--- config.mk ---
export PLATFORM = sky130hd
export DESIGN_NAME = audio_codec_xcvr
export DESIGN_NICKNAME = d
export VERILOG_FILES = /design/src/rtl/audio_codec_pkg.sv /design/src/rtl/audio_codec_clkgen.sv /design/src/rtl/audio_codec_xcvr.sv
export SDC_FILE = /design/constraint.sdc
export NUM_CORES = 1
export LEC_CHECK = 0
export CORE_MARGIN = 3
export CORE_UTILIZATION = 50
export DETAILED_ROUTE_END_ITERATION = 7
export PLACE_DENSITY_LB_ADDON = 0.2
export SYNTH_ARGS = -nofsm -noshare
export SYNTH_HDL_FRONTEND = slang
export SYNTH_SLANG_ARGS = --single-unit
--- constraint.sdc ---
create_clock -name clk -period 4.76 [get_ports clk]
set_clock_uncertainty 0.2 [all_clocks]
set_input_delay 1.428 -clock clk [delete_from_list [all_inputs] [get_ports clk]]
set_output_delay 1.428 -clock clk [all_outputs]
set_load 0.05 [all_outputs]
--- src/rtl/audio_codec_pkg.sv ---
// Shared defaults for the WM8731 digital audio interface master.
package audio_codec_pkg;
  localparam int WIDTH_DEF    = 32;
  localparam int MCLK_DIV_DEF = 4;
  localparam int BCLK_DIV_DEF = 16;
  localparam int LEFT_HI      = WIDTH_DEF - 1;
  localparam int LEFT_LO      = WIDTH_DEF / 2;
endpackage

--- src/rtl/audio_codec_clkgen.sv ---
// Codec clock generation: mclk/bclk dividers, bit counter and LR clock.
module audio_codec_clkgen
  import audio_codec_pkg::*;
#(
  parameter int WIDTH    = WIDTH_DEF,
  parameter int MCLK_DIV = MCLK_DIV_DEF,
  parameter int BCLK_DIV = BCLK_DIV_DEF
) (
  input  logic clk,
  input  logic rst,
  output logic mclk,
  output logic bclk,
  output logic fall_stb,
  output logic rise_stb,
  output logic last_bit,
  output logic lrc
);
  localparam int MW = $clog2(MCLK_DIV);
  localparam int BW = $clog2(BCLK_DIV);
  localparam int NW = $clog2(WIDTH);
  localparam logic [MW-1:0] MC_LAST = MW'(MCLK_DIV - 1);
  localparam logic [MW-1:0] MC_HALF = MW'(MCLK_DIV / 2);
  localparam logic [BW-1:0] BC_LAST = BW'(BCLK_DIV - 1);
  localparam logic [BW-1:0] BC_HALF = BW'(BCLK_DIV / 2);
  localparam logic [BW-1:0] BC_PRE_RISE = BW'(BCLK_DIV / 2 - 1);
  localparam logic [NW-1:0] BIT_LAST = NW'(WIDTH - 1);
  localparam logic [NW-1:0] BIT_HALF = NW'(WIDTH / 2);

  logic [MW-1:0] mc, mc_nxt;
  logic [BW-1:0] bc, bc_nxt;
  logic [NW-1:0] bit_idx, bit_nxt;

  assign mc_nxt  = (mc == MC_LAST) ? '0 : mc + MW'(1);
  assign bc_nxt  = (bc == BC_LAST) ? '0 : bc + BW'(1);
  assign bit_nxt = (bit_idx == BIT_LAST) ? '0 : bit_idx + NW'(1);

  // Strobes lead the bclk edge by one clk so registered actions land on that edge.
  assign fall_stb = (bc == BC_LAST);
  assign rise_stb = (bc == BC_PRE_RISE);
  assign last_bit = (bit_idx == BIT_LAST);

  always_ff @(posedge clk or negedge rst) begin
    if (!rst) begin
      mc      <= '0;
      bc      <= '0;
      bit_idx <= BIT_LAST;
      mclk    <= 1'b0;
      bclk    <= 1'b0;
      lrc     <= 1'b0;
    end else begin
      mc   <= mc_nxt;
      bc   <= bc_nxt;
      mclk <= (mc_nxt >= MC_HALF);
      bclk <= (bc_nxt >= BC_HALF);
      if (fall_stb) begin
        bit_idx <= bit_nxt;
        lrc     <= (bit_nxt < BIT_HALF);
      end
    end
  end
endmodule

--- src/rtl/audio_codec_xcvr.sv ---
// Left-justified I2S-style master: serializes DAC words, deserializes ADC words.
module audio_codec_xcvr
  import audio_codec_pkg::*;
#(
  parameter int WIDTH    = WIDTH_DEF,
  parameter int MCLK_DIV = MCLK_DIV_DEF,
  parameter int BCLK_DIV = BCLK_DIV_DEF
) (
  input  logic             clk,
  input  logic             rst,
  input  logic [WIDTH-1:0] dacdat_in,
  output logic             dacdat_req,
  output logic [WIDTH-1:0] adcdat_out,
  output logic             adcdat_vld,
  output logic             mclk,
  output logic             bclk,
  output logic             daclrc,
  output logic             dacdat,
  output logic             adclrc,
  input  logic             adcdat
);
  logic fall_stb, rise_stb, last_bit, lrc;
  logic [WIDTH-1:0] tx_sr, rx_sr;

  audio_codec_clkgen #(
    .WIDTH    (WIDTH),
    .MCLK_DIV (MCLK_DIV),
    .BCLK_DIV (BCLK_DIV)
  ) u_clkgen (
    .clk      (clk),
    .rst      (rst),
    .mclk     (mclk),
    .bclk     (bclk),
    .fall_stb (fall_stb),
    .rise_stb (rise_stb),
    .last_bit (last_bit),
    .lrc      (lrc)
  );

  assign daclrc = lrc;
  assign adclrc = lrc;
  assign dacdat = tx_sr[WIDTH-1];

  // The last rising edge of a frame both requests the next DAC word and closes the ADC word.
  always_ff @(posedge clk or negedge rst) begin
    if (!rst) begin
      tx_sr      <= '0;
      rx_sr      <= '0;
      adcdat_out <= '0;
      dacdat_req <= 1'b0;
      adcdat_vld <= 1'b0;
    end else begin
      dacdat_req <= rise_stb && last_bit;
      adcdat_vld <= rise_stb && last_bit;
      if (fall_stb) begin
        if (last_bit) tx_sr <= dacdat_in;
        else          tx_sr <= {tx_sr[WIDTH-2:0], 1'b0};
      end
      if (rise_stb) begin
        rx_sr <= {rx_sr[WIDTH-2:0], adcdat};
        if (last_bit) adcdat_out <= {rx_sr[WIDTH-2:0], adcdat};
      end
    end
  end
endmodule

==> results of run 1 <==
==> logic make-up (layout without fill, tap and decap cells) <==
| family | count (synthesis) | in the layout | synth area share, % |
|---|---|---|---|
| compound gates | 39 | 39 | 4.62 |
| xor+xnor | 3 | 3 | 0.602 |
| flops | 108 | 108 | 62.1 |
| buf+inv | 21 | 92 | 2.98 |
| fa+ha+maj | 3 | 3 | 0.860 |
| mux | 94 | 94 | 23.4 |
| simple gates | 53 | 53 | 5.50 |
==> layer usage <==
metal | GRT usage [%] | routed length, um | vias to the layer above | share of wire (%)
li1 | - | - | 1241 | -
met1 | 19.5 | 3170 | 1234 | 45
met2 | 25.1 | 3290 | 54 | 47
met3 | 4.84 | 433 | 9 | 6.2
met4 | 5.67 | 97 | 0 | 1.4
met5 | 0 | 0 | - | 0
==> cells in the mapped netlist, drive strengths merged <==
cell	n
nor2	3
xnor2	2
nand3	6
inv	1
a31o	1
clkbuf	6
xor2	1
nand4	2
nand2	39
mux2	63
o21ai	35
nand3b	1
a21oi	2
or3	1
a21o	1
dfrtp	103
buf	14
and3	1
dfstp	5
ha	3
mux2i	31
==> flip-flops by register name, summed over array words and instances, names as in the netlist <==
signal            cells
adcdat_out           32
adcdat_vld            1
rx_sr                31
tx_sr                32
u_clkgen.bit_idx      5
u_clkgen.lrc          1
u_clkgen.mc           2
u_clkgen.bc           4
==> layout make-up <==
class	instances	area share (%)
Timing Repair Buffer	76	14.4
Sequential cell	108	51.0
Tap cell	105	2.47
Clock inverter	5	0.707
Clock buffer	10	2.59
Multi-Input combinational cell	192	28.8
Inverter	1	0.0707
==> worst paths after layout <==
kind | slack, ns | end | cells past startpoint | startpoint
max | 1.51 | bclk | 1 | u_clkgen.bc[3]$_DFF_PN0_
min | 0.23 | u_clkgen.mc[0]$_DFF_PN0_ | 1 | u_clkgen.mc[0]$_DFF_PN0_
max reg2reg | 1.91 | adcdat_out[16]$_DFFE_PN0P_ | 4 | u_clkgen.bc[0]$_DFF_PN0_
min reg2reg | 0.23 | u_clkgen.mc[0]$_DFF_PN0_ | 1 | u_clkgen.mc[0]$_DFF_PN0_
max in group asynchronous | 2.67 | u_clkgen.bit_idx[4]$_DFFE_PN1N_ | 2 | rst
min in group asynchronous | 0.93 | adcdat_out[20]$_DFFE_PN0P_ | 1 | rst
==> through the flow <==
step,cell area (um^2),setup WS [ns],std cells
2_1_floorplan,4360,2.23,321
3_3_place_gp,5140,1.92,482
3_5_place_dp,5140,1.87,482
4_1_cts,5310,1.48,497
5_1_grt,5310,1.43,497
6_report,5310,1.51,497
==> power by group through the flow <==
stage          Combinational (W)  Clock [W]  Sequential [W]
2_1_floorplan         0.00000227          0        0.000938
3_3_place_gp           0.0000509          0        0.000938
3_5_place_dp           0.0000514          0        0.000938
5_1_grt                0.0000550   0.000558        0.000920
6_report               0.0000492   0.000506        0.000920
4_1_cts                0.0000514   0.000523        0.000920
==> run metrics, run 1 <==
setup_tns 0 ns; Worst-Margin Slew 0.907 ns; post-synthesis register bit count 108; H-tree levels 3; register area 0.00271 mm^2; DIE WIDTH slightly below 100 um; status completed; Reg power frac between 60% and 70%; area of the multi-input gates roughly 0.0015 mm^2; DP HPWL 4.65 mm; port bufs 73; GR Overflow Total 0; drt initial violations 38; critical path launch point type register; total power about 0.0015 W; crit path kind register to primary output; Setup-failing EPs final 0; maximum VDD drop 135 uV; leading cell type in the layout, fill and taps excluded dfrtp_1; CTS Buf Count 9; cts hold-fix bufs 0; Post-CTS Setup Inserts 0; TritonCTS clock tree built; row cnt 33; layout cells sized above 1 15.8%; max_cap viols 0; Clock Tree Root clkbuf_8; Clock transition at path regs 0.10 ns; Synth top area share 59.1%; ANT nets after route 0; synth top area cells dfrtp_1, mux2_2, mux2_1; Final Critical Period 3.25 ns; Pre-antenna DRT Iters 4; gr usage total 15.4%; P_int 0.00115 W; sw frac 22.0%; critical path's top delay family buffers and inverters; Power Dens Cells 278 mW/mm^2; cell count after synthesis 321; CTS Buffer Depth 2; final net count 426; Switch Pwr roughly 0.00032 W; routed len/inst 14.1 um; Yosys top cell by area dfrtp_1; worst-skew pair later-pin latency 0.36 ns; Die Ht 99.4 um; Leakage ~2.8 nW; Boundary Pins 74; Tcrit/Tclk final between 60% and 70%; core area 0.00834 mm^2; first-pass GRT wire length 12.1 mm; Slew Limit Fails 0; Hold WS 0.230 ns; Peak Freq 308 MHz; CP cell instances clkdlybuf4s50_1; fin util around 64%; Critical-path top delay cell clkdlybuf4s50_1; commonest cells after routing, fill and taps aside dfrtp_1, clkdlybuf4s50_1, nand2_1; largest stage delay on the critical path approximately 0.83 ns; Area Overhead vs Synth 21.7%; Syn Nets 359; final wirelength roughly 7 mm; Via Count 2,538; number of antenna diodes 0; Comb power frac roughly 3.3%; drc violations 0; vias in the first global route ~2.6k; largest net degree at the start of global routing 70; fillcell total 681; Post-Syn Area per Cell 13.6 um^2; gpl congestion ~0.74; initial core utilization between 50% and 60%; worst relative slew slack between 30% and 40%; CP arrival 1.62 ns; die area around 0.0099 mm^2; Clock power frac 34.3%; unrepaired setup endpoints after global routing false; CP Buf/Inv Count 1; antenna violations before repair 0; Mapped Area 0.00436 mm^2; cts repair resizes 0; Via density 5.11; post-synthesis sequential area ratio 62.1%; worst-path maximum fanout 6; number of clock sinks 108; worst min-delay path class register to register; Final Hold Fails 0; synthesis warning total 0; CP required between 3 and 4 ns; crit end category primary output; Synth cell types 25
No activity file was read; power rests on OpenSTA's default activity.
==> inputs of run 2 (changes only) <==
Clock period 4.76 ns to 3.4 ns, I/O delays scaled along.
==> run 2 against run 1 <==
Against the previous run:
- global-route usage increased by 0.12 points
- design area rose by 0.94%
- via count grew 1.7%
- sequential share of layout area shrank 0.48 points
- clock power increased by 59%
- routed wire length grew 2.9%
- critical path type unchanged
==> run metrics, run 2 (synthesized netlist as in run 1, its figures left out) <==
leading cell type in the layout, fill and taps excluded dfrtp_1; initial core utilization 52.3%; CP cell instances clkdlybuf4s50_1; Setup-failing EPs final 0; Power Dens Cells 403 mW/mm^2; Via Count between 2k and 3k; CP required roughly 2.2 ns; core area 0.00834 mm^2; cts repair resizes 0; Clock transition at path regs 0.10 ns; worst min-delay path class register to register; CP arrival 1.63 ns; Pre-antenna DRT Iters 4; Leakage 2.79 nW; FF-to-FF setup slack 1.08 ns; fin util 64.3%; total power 0.00216 W; Die Ht 99.4 um; metal3 WL 366 um; Final Hold Fails 0; routed len/inst 14.4 um; row cnt 33; DP HPWL 4.97 mm; Via density slightly above 5; status completed; commonest cells after routing, fill and taps aside dfrtp_1, clkdlybuf4s50_1, nand2_1; Area Overhead vs Synth 22.9%; final wirelength 7.20 mm; crit path kind register to primary output; Worst-Margin Slew 0.647 ns; final net count between 400 and 500; largest net degree at the start of global routing 51; Boundary Pins 74; drc violations 0; drt initial violations 85; vias in the first global route 2,658; unrepaired setup endpoints after global routing false; Peak Freq 351 MHz; GR Overflow Total 0; Regs by FF count adcdat_out x32, tx_sr x32, rx_sr x31; worst-path maximum fanout 6; H-tree levels 3; worst-skew pair later-pin latency between 0.3 and 0.4 ns; met2 WL 3.34 mm; gr usage total about 16%; antenna violations before repair 0; Hold WS around 0.23 ns; CTS Buf Count 9; Tcrit/Tclk final 83.8%; worst relative slew slack 56.8%; CTS Buffer Depth 2; ANT nets after route 0; DIE WIDTH around 99 um; fillcell total 658; cts hold-fix bufs 0; number of clock sinks between 100 and 150; Slew Limit Fails 0; max_cap viols 0; Final Critical Period 2.85 ns; first-pass GRT wire length roughly 12 mm; crit end category primary output; Critical-path top delay cell clkdlybuf4s50_1; TritonCTS clock tree built; critical path's top delay family buffers and inverters; largest stage delay on the critical path 0.83 ns; Post-Place Cell Area 0.00515 mm^2; fin area 0.00536 mm^2; critical path launch point type register; die area ~0.01 mm^2; layout cells sized above 1 16.5%; number of antenna diodes 0; Top Metal Used met4; maximum VDD drop 233 uV; setup_tns 0 ns; Post-CTS Setup Inserts 0; port bufs 73; gpl congestion 0.737; Clock Tree Root clkbuf_8; CP Buf/Inv Count 1; M1 WL about 3.4 mm
## run 2: cell types whose count changed in the layout (fill, tap and decap cells not counted)
cell and change:
buf_4 +2, bufinv_16 +1, clkinv_2 -1, clkinvlp_4 +1
inv_6 -1, inv_8 +1
## run 2: area by class of cell
cell class,instances,area [um^2],share of cell area (%)
sequential,108,2710,50.5
multi-input combinational,192,1530,28.5
timing repair buffer,78,778,14.5
clock buffer,10,138,2.57
tap,105,131,2.45
clock inverter,6,72.6,1.35
inverter,1,3.75,0.0700
## run 2: per-stage QoR
stage | setup WS [ns] | instances
final | 0.550 | 500
after global routing | 0.488 | 500
after CTS | 0.537 | 500
after detailed placement | 0.963 | 484
after global placement | 0.970 | 484
after floorplan | 1.28 | 321
## run 2: power breakdown
part           internal (W)  switching (W)  total (W)
registers           0.00129     0.00000202    0.00129
clock network      0.000367       0.000436   0.000803
logic             0.0000394      0.0000306  0.0000700
## run 2: worst paths after layout
path	startpoint	cells after the start	to
max reg2reg	u_clkgen.bit_idx[0]$_DFFE_PN1N_	4	adcdat_out[31]$_DFFE_PN0P_
min	u_clkgen.mc[0]$_DFF_PN0_	1	u_clkgen.mc[0]$_DFF_PN0_
min in group asynchronous	rst	1	adcdat_out[20]$_DFFE_PN0P_
min reg2reg	u_clkgen.mc[0]$_DFF_PN0_	1	u_clkgen.mc[0]$_DFF_PN0_
max in group asynchronous	rst	2	rx_sr[15]$_DFFE_PN0N_
max	u_clkgen.bc[3]$_DFF_PN0_	1	bclk
## run 2: metal layers
metal  vias to the layer above  track usage [%]
met5                         -                0
met4                         0             5.99
met3                        12             3.51
met2                        65             24.6
met1                      1252             21.0
li1                       1253                -
